--- src/rtl/ab_eval_sequencer_pkg.sv ---
// Shared types for the Bulls-and-Cows guess scorer: FSM states, history entry
// layout and the digit-array packing helper.
package ab_eval_sequencer_pkg;

    localparam int HIST_DEPTH_DEF = 5;
    localparam int DIGITS_DEF     = 4;

    typedef enum logic [1:0] {
        S_IDLE,
        S_COMPARE,
        S_COMMIT
    } eval_state_t;

    // Entry layout is {guess 16b, a 3b, b 4b}; digit 3 lands in the top nibble
    typedef struct packed {
        logic [3:0][3:0] g;
        logic [2:0]      a;
        logic [3:0]      b;
    } hist_entry_t;

    function automatic logic [15:0] pack_code(input logic [3:0] d [3:0]);
        return {d[3], d[2], d[1], d[0]};
    endfunction

endpackage

--- src/rtl/ab_eval_sequencer_if.sv ---
// Request/result bundle between the game FSM (master) and the scorer (slave).
interface ab_eval_sequencer_if;
    logic        start;
    logic        clear;
    logic [3:0]  target [3:0];
    logic [3:0]  guess  [3:0];
    logic        busy;
    logic        done;
    logic [2:0]  a_cnt;
    logic [3:0]  b_cnt;
    logic        win;
    logic [2:0]  hist_count;
    logic [2:0]  hist_rd_idx;
    logic [22:0] hist_rd_data;

    modport master (
        output start, clear, target, guess, hist_rd_idx,
        input  busy, done, a_cnt, b_cnt, win, hist_count, hist_rd_data
    );

    modport slave (
        input  start, clear, target, guess, hist_rd_idx,
        output busy, done, a_cnt, b_cnt, win, hist_count, hist_rd_data
    );
endinterface

--- src/rtl/ab_eval_sequencer_history_buf.sv ---
// Circular history of scored guesses with a registered, oldest-first read port.
module ab_history_buf
    import ab_eval_sequencer_pkg::*;
#(
    parameter int HIST_DEPTH = HIST_DEPTH_DEF
) (
    input  logic        clk,
    input  logic        reset,
    input  logic        clear,
    input  logic        wr_en,
    input  hist_entry_t wr_data,
    input  logic [2:0]  rd_idx,
    output logic [2:0]  count,
    output hist_entry_t rd_data
);

    hist_entry_t mem [HIST_DEPTH];
    logic [2:0]  wr_ptr;
    logic [2:0]  oldest;
    logic [3:0]  rd_sum;
    logic [2:0]  rd_phys;

    // Once full, the write pointer sits on the oldest entry, so logical index 0 follows it
    always_comb begin
        oldest  = (count == 3'(HIST_DEPTH)) ? wr_ptr : 3'd0;
        rd_sum  = {1'b0, oldest} + {1'b0, rd_idx};
        rd_phys = (rd_sum >= 4'(HIST_DEPTH)) ? 3'(rd_sum - 4'(HIST_DEPTH)) : rd_sum[2:0];
    end

    always_ff @(posedge clk or posedge reset) begin
        if (reset) begin
            wr_ptr  <= '0;
            count   <= '0;
            rd_data <= '0;
            for (int e = 0; e < HIST_DEPTH; e++) begin
                mem[e] <= '0;
            end
        end else begin
            rd_data <= (rd_idx < count) ? mem[rd_phys] : '0;
            if (clear) begin
                wr_ptr <= '0;
                count  <= '0;
            end else if (wr_en) begin
                mem[wr_ptr] <= wr_data;
                wr_ptr      <= (wr_ptr == 3'(HIST_DEPTH - 1)) ? 3'd0 : wr_ptr + 3'd1;
                if (count != 3'(HIST_DEPTH)) begin
                    count <= count + 3'd1;
                end
            end
        end
    end

endmodule

--- src/rtl/ab_eval_sequencer.sv ---
// Scores a guess against the target by walking all 16 digit pairs through one
// shared comparator, then commits the A/B result into the history buffer.
module ab_eval_sequencer
    import ab_eval_sequencer_pkg::*;
#(
    parameter int HIST_DEPTH = HIST_DEPTH_DEF,
    parameter int DIGITS     = DIGITS_DEF
) (
    input  logic                clk,
    input  logic                reset,
    ab_eval_sequencer_if.slave  bus
);

    localparam logic [3:0] LAST_PAIR = 4'(DIGITS * DIGITS - 1);

    eval_state_t state;
    logic [3:0]  idx;
    logic [2:0]  a_acc;
    logic [3:0]  b_acc;
    logic [3:0]  tgt_q [3:0];
    logic [3:0]  gs_q  [3:0];
    logic        busy_q;
    logic        done_q;
    logic [2:0]  a_q;
    logic [3:0]  b_q;
    logic        win_q;
    logic        pair_match;
    logic        same_pos;
    logic        hist_wr_en;
    hist_entry_t wr_entry;
    hist_entry_t rd_entry;

    // idx[3:2] picks the guess digit, idx[1:0] the target digit
    always_comb begin
        pair_match = (gs_q[idx[3:2]] == tgt_q[idx[1:0]]);
        same_pos   = (idx[3:2] == idx[1:0]);
        hist_wr_en = (state == S_COMMIT) && !bus.clear;
        wr_entry   = '0;
        wr_entry.g = pack_code(gs_q);
        wr_entry.a = a_acc;
        wr_entry.b = b_acc;
    end

    always_ff @(posedge clk or posedge reset) begin
        if (reset) begin
            state  <= S_IDLE;
            idx    <= '0;
            a_acc  <= '0;
            b_acc  <= '0;
            tgt_q  <= '{default: '0};
            gs_q   <= '{default: '0};
            busy_q <= 1'b0;
            done_q <= 1'b0;
            a_q    <= '0;
            b_q    <= '0;
            win_q  <= 1'b0;
        end else begin
            done_q <= 1'b0;
            if (bus.clear) begin
                state  <= S_IDLE;
                busy_q <= 1'b0;
                a_q    <= '0;
                b_q    <= '0;
                win_q  <= 1'b0;
            end else begin
                case (state)
                    S_IDLE: begin
                        if (bus.start) begin
                            tgt_q  <= bus.target;
                            gs_q   <= bus.guess;
                            a_acc  <= '0;
                            b_acc  <= '0;
                            idx    <= '0;
                            busy_q <= 1'b1;
                            state  <= S_COMPARE;
                        end
                    end
                    S_COMPARE: begin
                        if (pair_match) begin
                            if (same_pos) begin
                                a_acc <= a_acc + 3'd1;
                            end else begin
                                b_acc <= b_acc + 4'd1;
                            end
                        end
                        idx <= idx + 4'd1;
                        if (idx == LAST_PAIR) begin
                            state <= S_COMMIT;
                        end
                    end
                    S_COMMIT: begin
                        a_q    <= a_acc;
                        b_q    <= b_acc;
                        win_q  <= (a_acc == 3'd4);
                        done_q <= 1'b1;
                        busy_q <= 1'b0;
                        state  <= S_IDLE;
                    end
                    default: state <= S_IDLE;
                endcase
            end
        end
    end

    ab_history_buf #(
        .HIST_DEPTH (HIST_DEPTH)
    ) u_hist (
        .clk     (clk),
        .reset   (reset),
        .clear   (bus.clear),
        .wr_en   (hist_wr_en),
        .wr_data (wr_entry),
        .rd_idx  (bus.hist_rd_idx),
        .count   (bus.hist_count),
        .rd_data (rd_entry)
    );

    assign bus.busy         = busy_q;
    assign bus.done         = done_q;
    assign bus.a_cnt        = a_q;
    assign bus.b_cnt        = b_q;
    assign bus.win          = win_q;
    assign bus.hist_rd_data = rd_entry;

endmodule

--- src/flat_wrapper.sv ---
// flat-port wrapper written by rule: the top's interface ports become plain ports
module ab_eval_sequencer_flat import ab_eval_sequencer_pkg::*;
#(
    parameter int HIST_DEPTH = HIST_DEPTH_DEF,
    parameter int DIGITS     = DIGITS_DEF
)
  (clk, reset, bus_start, bus_clear, bus_target, bus_guess, bus_hist_rd_idx, bus_busy, bus_done, bus_a_cnt, bus_b_cnt, bus_win, bus_hist_count, bus_hist_rd_data);
  ab_eval_sequencer_if bus_i ();
  input  logic clk;
  input  logic reset;
  input wire logic [$bits(bus_i.start)-1:0] bus_start;
  input wire logic [$bits(bus_i.clear)-1:0] bus_clear;
  input wire logic [$bits(bus_i.target)-1:0] bus_target;
  input wire logic [$bits(bus_i.guess)-1:0] bus_guess;
  input wire logic [$bits(bus_i.hist_rd_idx)-1:0] bus_hist_rd_idx;
  output wire logic [$bits(bus_i.busy)-1:0] bus_busy;
  output wire logic [$bits(bus_i.done)-1:0] bus_done;
  output wire logic [$bits(bus_i.a_cnt)-1:0] bus_a_cnt;
  output wire logic [$bits(bus_i.b_cnt)-1:0] bus_b_cnt;
  output wire logic [$bits(bus_i.win)-1:0] bus_win;
  output wire logic [$bits(bus_i.hist_count)-1:0] bus_hist_count;
  output wire logic [$bits(bus_i.hist_rd_data)-1:0] bus_hist_rd_data;
  assign bus_i.start = bus_start;
  assign bus_i.clear = bus_clear;
  assign bus_i.target = {>>{bus_target}};
  assign bus_i.guess = {>>{bus_guess}};
  assign bus_i.hist_rd_idx = bus_hist_rd_idx;
  assign bus_busy = bus_i.busy;
  assign bus_done = bus_i.done;
  assign bus_a_cnt = bus_i.a_cnt;
  assign bus_b_cnt = bus_i.b_cnt;
  assign bus_win = bus_i.win;
  assign bus_hist_count = bus_i.hist_count;
  assign bus_hist_rd_data = bus_i.hist_rd_data;
  ab_eval_sequencer #(.HIST_DEPTH(HIST_DEPTH), .DIGITS(DIGITS)) u_core (.clk(clk), .reset(reset), .bus(bus_i));
endmodule
--- config.mk ---
export PLATFORM = sky130hd
export DESIGN_NAME = ab_eval_sequencer_flat
export DESIGN_NICKNAME = d
export VERILOG_FILES = /design/src/rtl/ab_eval_sequencer_pkg.sv /design/src/rtl/ab_eval_sequencer_if.sv /design/src/rtl/ab_eval_sequencer_history_buf.sv /design/src/rtl/ab_eval_sequencer.sv /design/src/flat_wrapper.sv
export SDC_FILE = /design/constraint.sdc
export NUM_CORES = 1
export LEC_CHECK = 0
export BUFFER_PORTS_ARGS = -buffer_cell sky130_fd_sc_hd__buf_4
export CORE_UTILIZATION = 50
export DETAILED_ROUTE_END_ITERATION = 10
export HOLD_SLACK_MARGIN = 0.03
export PLACE_DENSITY = 0.71
export SETUP_SLACK_MARGIN = 0.5
export SYNTH_ARGS = -nofsm -noshare
export SYNTH_HDL_FRONTEND = slang
export SYNTH_HIERARCHICAL = 1
export SYNTH_SLANG_ARGS = --single-unit
--- constraint.sdc ---
create_clock -name clk -period 6.5 [get_ports clk]
set_input_delay 1.3 -clock clk [delete_from_list [all_inputs] [get_ports clk]]
set_output_delay 1.3 -clock clk [all_outputs]
set_load 0.01 [all_outputs]
==> results of run 1 <==
==> power by group <==
group	internal [mW]	switching (mW)	total [mW]
Combinational	0.100	0.140	0.241
Clock	0.631	0.470	1.10
Sequential	1.28	0.0716	1.35
==> kinds of logic after synthesis <==
group | share of synthesized area (%)
compound gates | 4.823
xor+xnor | 1.160
fa+ha+maj | 2.321
buf+inv | 3.579
flops | 55.64
mux | 22.63
simple gates | 9.842
==> metrics by stage <==
stage | cells | hold slack [ns] | worst slack (ns) | cell area [sq um] | total power [mW]
after floorplan | 715 | 0.4403 | 1.334 | 8950 | 1.537
after global routing | 1019 | 0.4955 | 1.723 | 10250 | 2.796
after global placement | 987 | 0.4545 | 1.655 | 9630 | 1.606
after detailed placement | 987 | 0.4619 | 1.458 | 9630 | 1.617
final | 1019 | 0.4759 | 1.931 | 10250 | 2.694
after CTS | 1019 | 0.4791 | 1.930 | 10250 | 2.716
==> worst register-to-register path: stages (launching register included) <==
cell      delay (ns)
dfrtp_1         0.45
ha_1            0.25
nand2_1         0.15
nor2_1          0.07
ha_1            0.22
fa_1            0.60
inv_1           0.11
ha_1            0.18
nand2b_1        0.15
a221oi_2        0.45
mux2i_4         0.86
buf_4           0.44
mux2i_1         0.25
o221ai_1        0.15
==> final cells by class <==
cell class / count / area, sq um
clock buffers: 19 / 452.9
clock inverters: 13 / 167.7
fillers: 1403 / 7166
inverters: 13 / 53.80
multi-input cells: 463 / 3662
flip-flops and latches: 199 / 4980
well taps: 225 / 281.5
repair buffers: 87 / 653.1
==> cells in the mapped netlist (3+ instances only) <==
| cell type | instances |
|---|---|
| dfrtp_1 | 199 |
| mux2_1 | 5 |
| nand3_1 | 32 |
| o221ai_1 | 23 |
| xor2_1 | 5 |
| mux2i_1 | 52 |
| ha_1 | 15 |
| buf_12 | 3 |
| clkbuf_1 | 19 |
| inv_1 | 13 |
| nor3_1 | 3 |
| nand2_1 | 132 |
| buf_2 | 7 |
| and3_1 | 3 |
| nand2b_1 | 5 |
| xnor2_1 | 5 |
| mux2_2 | 112 |
| buf_6 | 6 |
| nor2_1 | 17 |
| a21oi_1 | 15 |
| mux4_2 | 6 |
| o21ai_0 | 3 |
==> path summary, 6_finish.rpt <==
path / slack [ns] / to
max: 1.93 / u_core/u_hist/rd_data[9]
min: 0.48 / u_core/tgt_q[13]
max reg2reg: 2.00 / u_core/u_hist/rd_data[9]
min reg2reg: 0.48 / u_core/tgt_q[13]
max in group asynchronous: 4.23 / u_core/u_hist/mem[66]
min in group asynchronous: 1.02 / u_core/u_hist/mem[55]
==> metal layers <==
| layer | vias to the layer above | part of all wire [%] | track usage [%] |
|---|---|---|---|
| met3 | 22 | 3.4 | 4.227 |
| li1 | 2652 | - | - |
| met5 | - | 0 | 0 |
| met1 | 2946 | 45 | 30.28 |
| met4 | 0 | 1.4 | 7.740 |
| met2 | 120 | 50 | 37.78 |
==> sequential cells by signal, indices dropped and copies added, names as in the netlist <==
signal                 count
u_core/bus.win             1
u_core/bus.done            1
u_core/u_hist/rd_data     23
u_core/bus.busy            1
u_core/u_hist/mem        115
u_core/bus.a_cnt           3
u_core/idx                 4
u_core/tgt_q              16
u_core/a_acc               3
u_core/bus.b_cnt           4
u_core/u_hist/wr_ptr       3
u_core/b_acc               4
u_core/gs_q               16
u_core/u_hist/count        3
u_core/state               2
==> reports/qor.yml, run 1 <==
vias_per_cell: 5.633
numCtsBuffers: 17
num_io_pins: 75
power_density_nw_per_um2: 262.8
area_growth_pct: 14.54
hold_depth: 2
finalSetupTns_ns: 0
layout.nets: 836
hold_violations: 0
antenna_left: 0
criticalPathCategory: "primary input to register"
final_common_cell: "dfrtp_1"
cts.hold.buffers_added: 0
crit_cells: 11
period_share_pct: 70.30
end_kind: "register"
worstSetupStartpointType: "primary input"
leakagePower_nw: 5.155
ys_ff_latch: 199
routabilityCongestion: 0.8033
worstPathCellList: "buf_4, ha_1, fa_1, inv_1, ha_1, nand2b_1, a221oi_2, mux2i_4, buf_4, mux2i_1, o221ai_1"
cp_slowest_cell: "mux2i_4"
grt_pass1_wl_mm: 31.68
hold_path.startpoint: "u_core/tgt_q[13]"
yosysSeqAreaShare_pct: 55.64
synth_top_area_cell: "dfrtp_1"
die_w_microns: 135.8
synth_fp_nets: 770
startpoint: "bus_hist_rd_idx[0]"
r2r-start: "u_core/u_hist/count[0]"
drive_gt1_share_pct: 31.23
synth_ff_type: "dfrtp_1"
rows: 48
path_max_fanout: 18
place_hpwl_mm: 12.32
hp-class: "register to register"
grt_usage_pct: 22.86
grt_pass1_vias: 6141
max_slew_margin_pct: 29.11
critPathArrivalTime_ns: 4.84
post-route-min-period_ns: 4.569
synth_edf_count: 0
cts_root_buf: "clkbuf_16"
grt_max_degree: 89
clk_pin_slew_worst_paths_ns: 0.07
synthDominantCellAreaShare_pct: 55.64
wirelength_mm: 19.16
critical-path-max-stage-delay_ns: 0.86
netlist_area_sq_um: 8950
tritoncts: "built"
antenna_cells: 0
grt_setup_unrepaired: "no"
core_sq_um: 17420
ir_worst_vdd_mv: 0.1895
fmax_mhz: 218.9
clock-sinks: 199
vias: 5740
port_buffers: 74
die-area_sq_um: 18440
avgSynthCellArea_sq_um: 12.52
yosysUniqueCellTypes: 49
post_cts_resized: 0
clock-skew-final_ns: 0.01020
initial_utilization_pct: 51.39
worst_pin_slew_ns: 1.061
maxCapViolCount: 0
utilization_pct: 58.86
timing.final.max_slew_violations: 0
htreeDepth: 4
post-cts-setup-buffer-count: 0
overflow: 0
path_delay_family: "multiplexers"
post-route-drc-count: 0
first_pass_iters: 4
drt_iter0_drc: 366
synth_warnings: 6
worst-path-buf-inv: 3
clock_latency_ns: 0.44
wl_per_cell_microns: 18.80
synthArstFlopShare_pct: 100.0
synthTopCellsByArea: "dfrtp_1, mux2_2, mux2i_1"
setup_viol: 0
status: "finished, final reports clean"
die_h_microns: 135.8
clock_path_buffers: 2
r2r_cells: 13
final_cell_mix: "dfrtp_1, nand2_1, mux2_2"
crit_required_ns: 6.77
antenna_found_initial: 0
synthCells: 715
(Power assumes the default switching activity.)
==> inputs of run 2 (changes only) <==
==> constraint.sdc (replaced) <==
create_clock -name clk -period 4.67 [get_ports clk]
set_input_delay 0.934 -clock clk [delete_from_list [all_inputs] [get_ports clk]]
set_output_delay 0.934 -clock clk [all_outputs]
set_load 0.01 [all_outputs]
==> reports/qor.yml, run 2 (synthesis gave the netlist of run 1 again) <==
status: "finished, final reports clean"
clock_path_buffers: 2
fill_cells: 1410
crit_required_ns: 4.95
antenna_found_initial: 0
largest_reg_flops: 115
post_cts_resized: 0
vias_per_cell: 5.690
max_slew_margin_pct: 35.90
drt_iter0_drc: 259
htreeDepth: 4
antenna_left: 0
timing.final.max_slew_violations: 0
core_sq_um: 17420
path_max_fanout: 46
grt_max_degree: 145
drive_gt1_share_pct: 31.15
top_register: "u_core/u_hist/mem"
grt_pass1_vias: 5979
place_inst: 986
period_share_pct: 82.74
critPathArrivalTime_ns: 4.15
post-route-drc-count: 0
antenna_cells: 0
end_kind: "register"
hold_violations: 0
num_io_pins: 75
place_hpwl_mm: 12.13
port_buffers: 74
criticalPathCategory: "register to register"
worstSetupStartpointType: "register"
grt_setup_unrepaired: "no"
numCtsBuffers: 17
cts_root_buf: "clkbuf_16"
maxCapViolCount: 0
grt_pass1_wl_mm: 31.28
post-route-min-period_ns: 3.864
wl_per_cell_microns: 18.93
utilization_pct: 58.81
clock-sinks: 199
vias: 5792
setup_viol: 0
hp-class: "register to register"
holdWs_ns: 0.4755
top_regs: "u_core/u_hist/mem x115, u_core/u_hist/rd_data x23"
fmax_mhz: 258.8
routabilityCongestion: 0.8272
rows: 48
area_growth_pct: 14.44
layout.nets: 835
power_density_nw_per_um2: 358.5
grt_usage_pct: 22.80
clk_pin_slew_worst_paths_ns: 0.06
ir_worst_vdd_mv: 0.2804
overflow: 0
die_h_microns: 135.8
wirelength_mm: 19.27
final_common_cell: "dfrtp_1"
leakagePower_nw: 5.149
initial_utilization_pct: 51.39
finalInstanceArea_sq_um: 10240
die-area_sq_um: 18440
clock_latency_ns: 0.43
clock-skew-final_ns: 0.009542
worst_pin_slew_ns: 0.9615
placed_area_sq_um: 9657
multi_input_area_sq_um: 3672
cts.hold.buffers_added: 0
finalSetupTns_ns: 0
final_cells: 1018
die_w_microns: 135.8
tritoncts: "built"
first_pass_iters: 4
final_cell_mix: "dfrtp_1, nand2_1, mux2_2"
seq_area_sq_um: 4980
post-cts-setup-buffer-count: 0
-- run 2: changes by cell type in the layout (fill, tap and decap cells not counted), sizes merged --
cell    delta
inv        -5
clkbuf     +4
clkinv     +2
buf        -1
bufinv     -1
-- run 2: layer usage --
layer  global-route usage (%)  part of all wire (%)  vias to the layer above
li1                         -                     -                     2640
met1                    29.91                    44                     2986
met2                    37.50                    49                      143
met3                    3.891                   5.3                       23
met4                    9.426                   1.8                        0
met5                        0                     0                        -
-- run 2: cell type report --
class / count / share of cell area, %
Sequential cell: 199 / 48.62
Multi-Input combinational cell: 463 / 35.85
Timing Repair Buffer: 86 / 6.548
Clock buffer: 23 / 4.764
Tap cell: 225 / 2.749
Clock inverter: 9 / 0.9528
Inverter: 13 / 0.5131
-- run 2: worst max-delay path, stage by stage, from the launching register on --
cell	delay (ns)
dfrtp_1	0.44
ha_1	0.26
nand2_1	0.14
nor2_1	0.06
ha_1	0.22
fa_1	0.60
inv_1	0.09
ha_1	0.18
nand2b_1	0.15
a221oi_2	0.45
mux2i_4	0.34
buf_12	0.31
mux2i_1	0.25
o221ai_1	0.14
-- run 2: power breakdown --
group | switching, mW | internal, mW
Sequential | 0.0997 | 1.78
Combinational | 0.195 | 0.142
Clock | 0.611 | 0.840
Total | 0.905 | 2.77
-- run 2: final timing paths --
check | from | to | slack (ns) | cells after the start
max | u_core/u_hist/count[0] | u_core/u_hist/rd_data[13] | 0.81 | 13
max in group asynchronous | reset | u_core/u_hist/mem[47] | 3.36 | 3
min reg2reg | u_core/tgt_q[3] | u_core/tgt_q[3] | 0.48 | 2
max reg2reg | u_core/u_hist/count[0] | u_core/u_hist/rd_data[13] | 0.81 | 13
min in group asynchronous | reset | u_core/u_hist/mem[100] | 0.68 | 3
min | u_core/tgt_q[3] | u_core/tgt_q[3] | 0.48 | 2
-- run 2: metrics by stage --
| stage | setup WS (ns) | power (mW) |
|---|---|---|
| CTS | 0.7987 | 3.705 |
| finish | 0.8062 | 3.672 |
| global placement | 0.8240 | 2.237 |
| global route | 0.5641 | 3.816 |
| detailed placement | 0.6358 | 2.255 |
| floorplan | 1.279 | 2.140 |
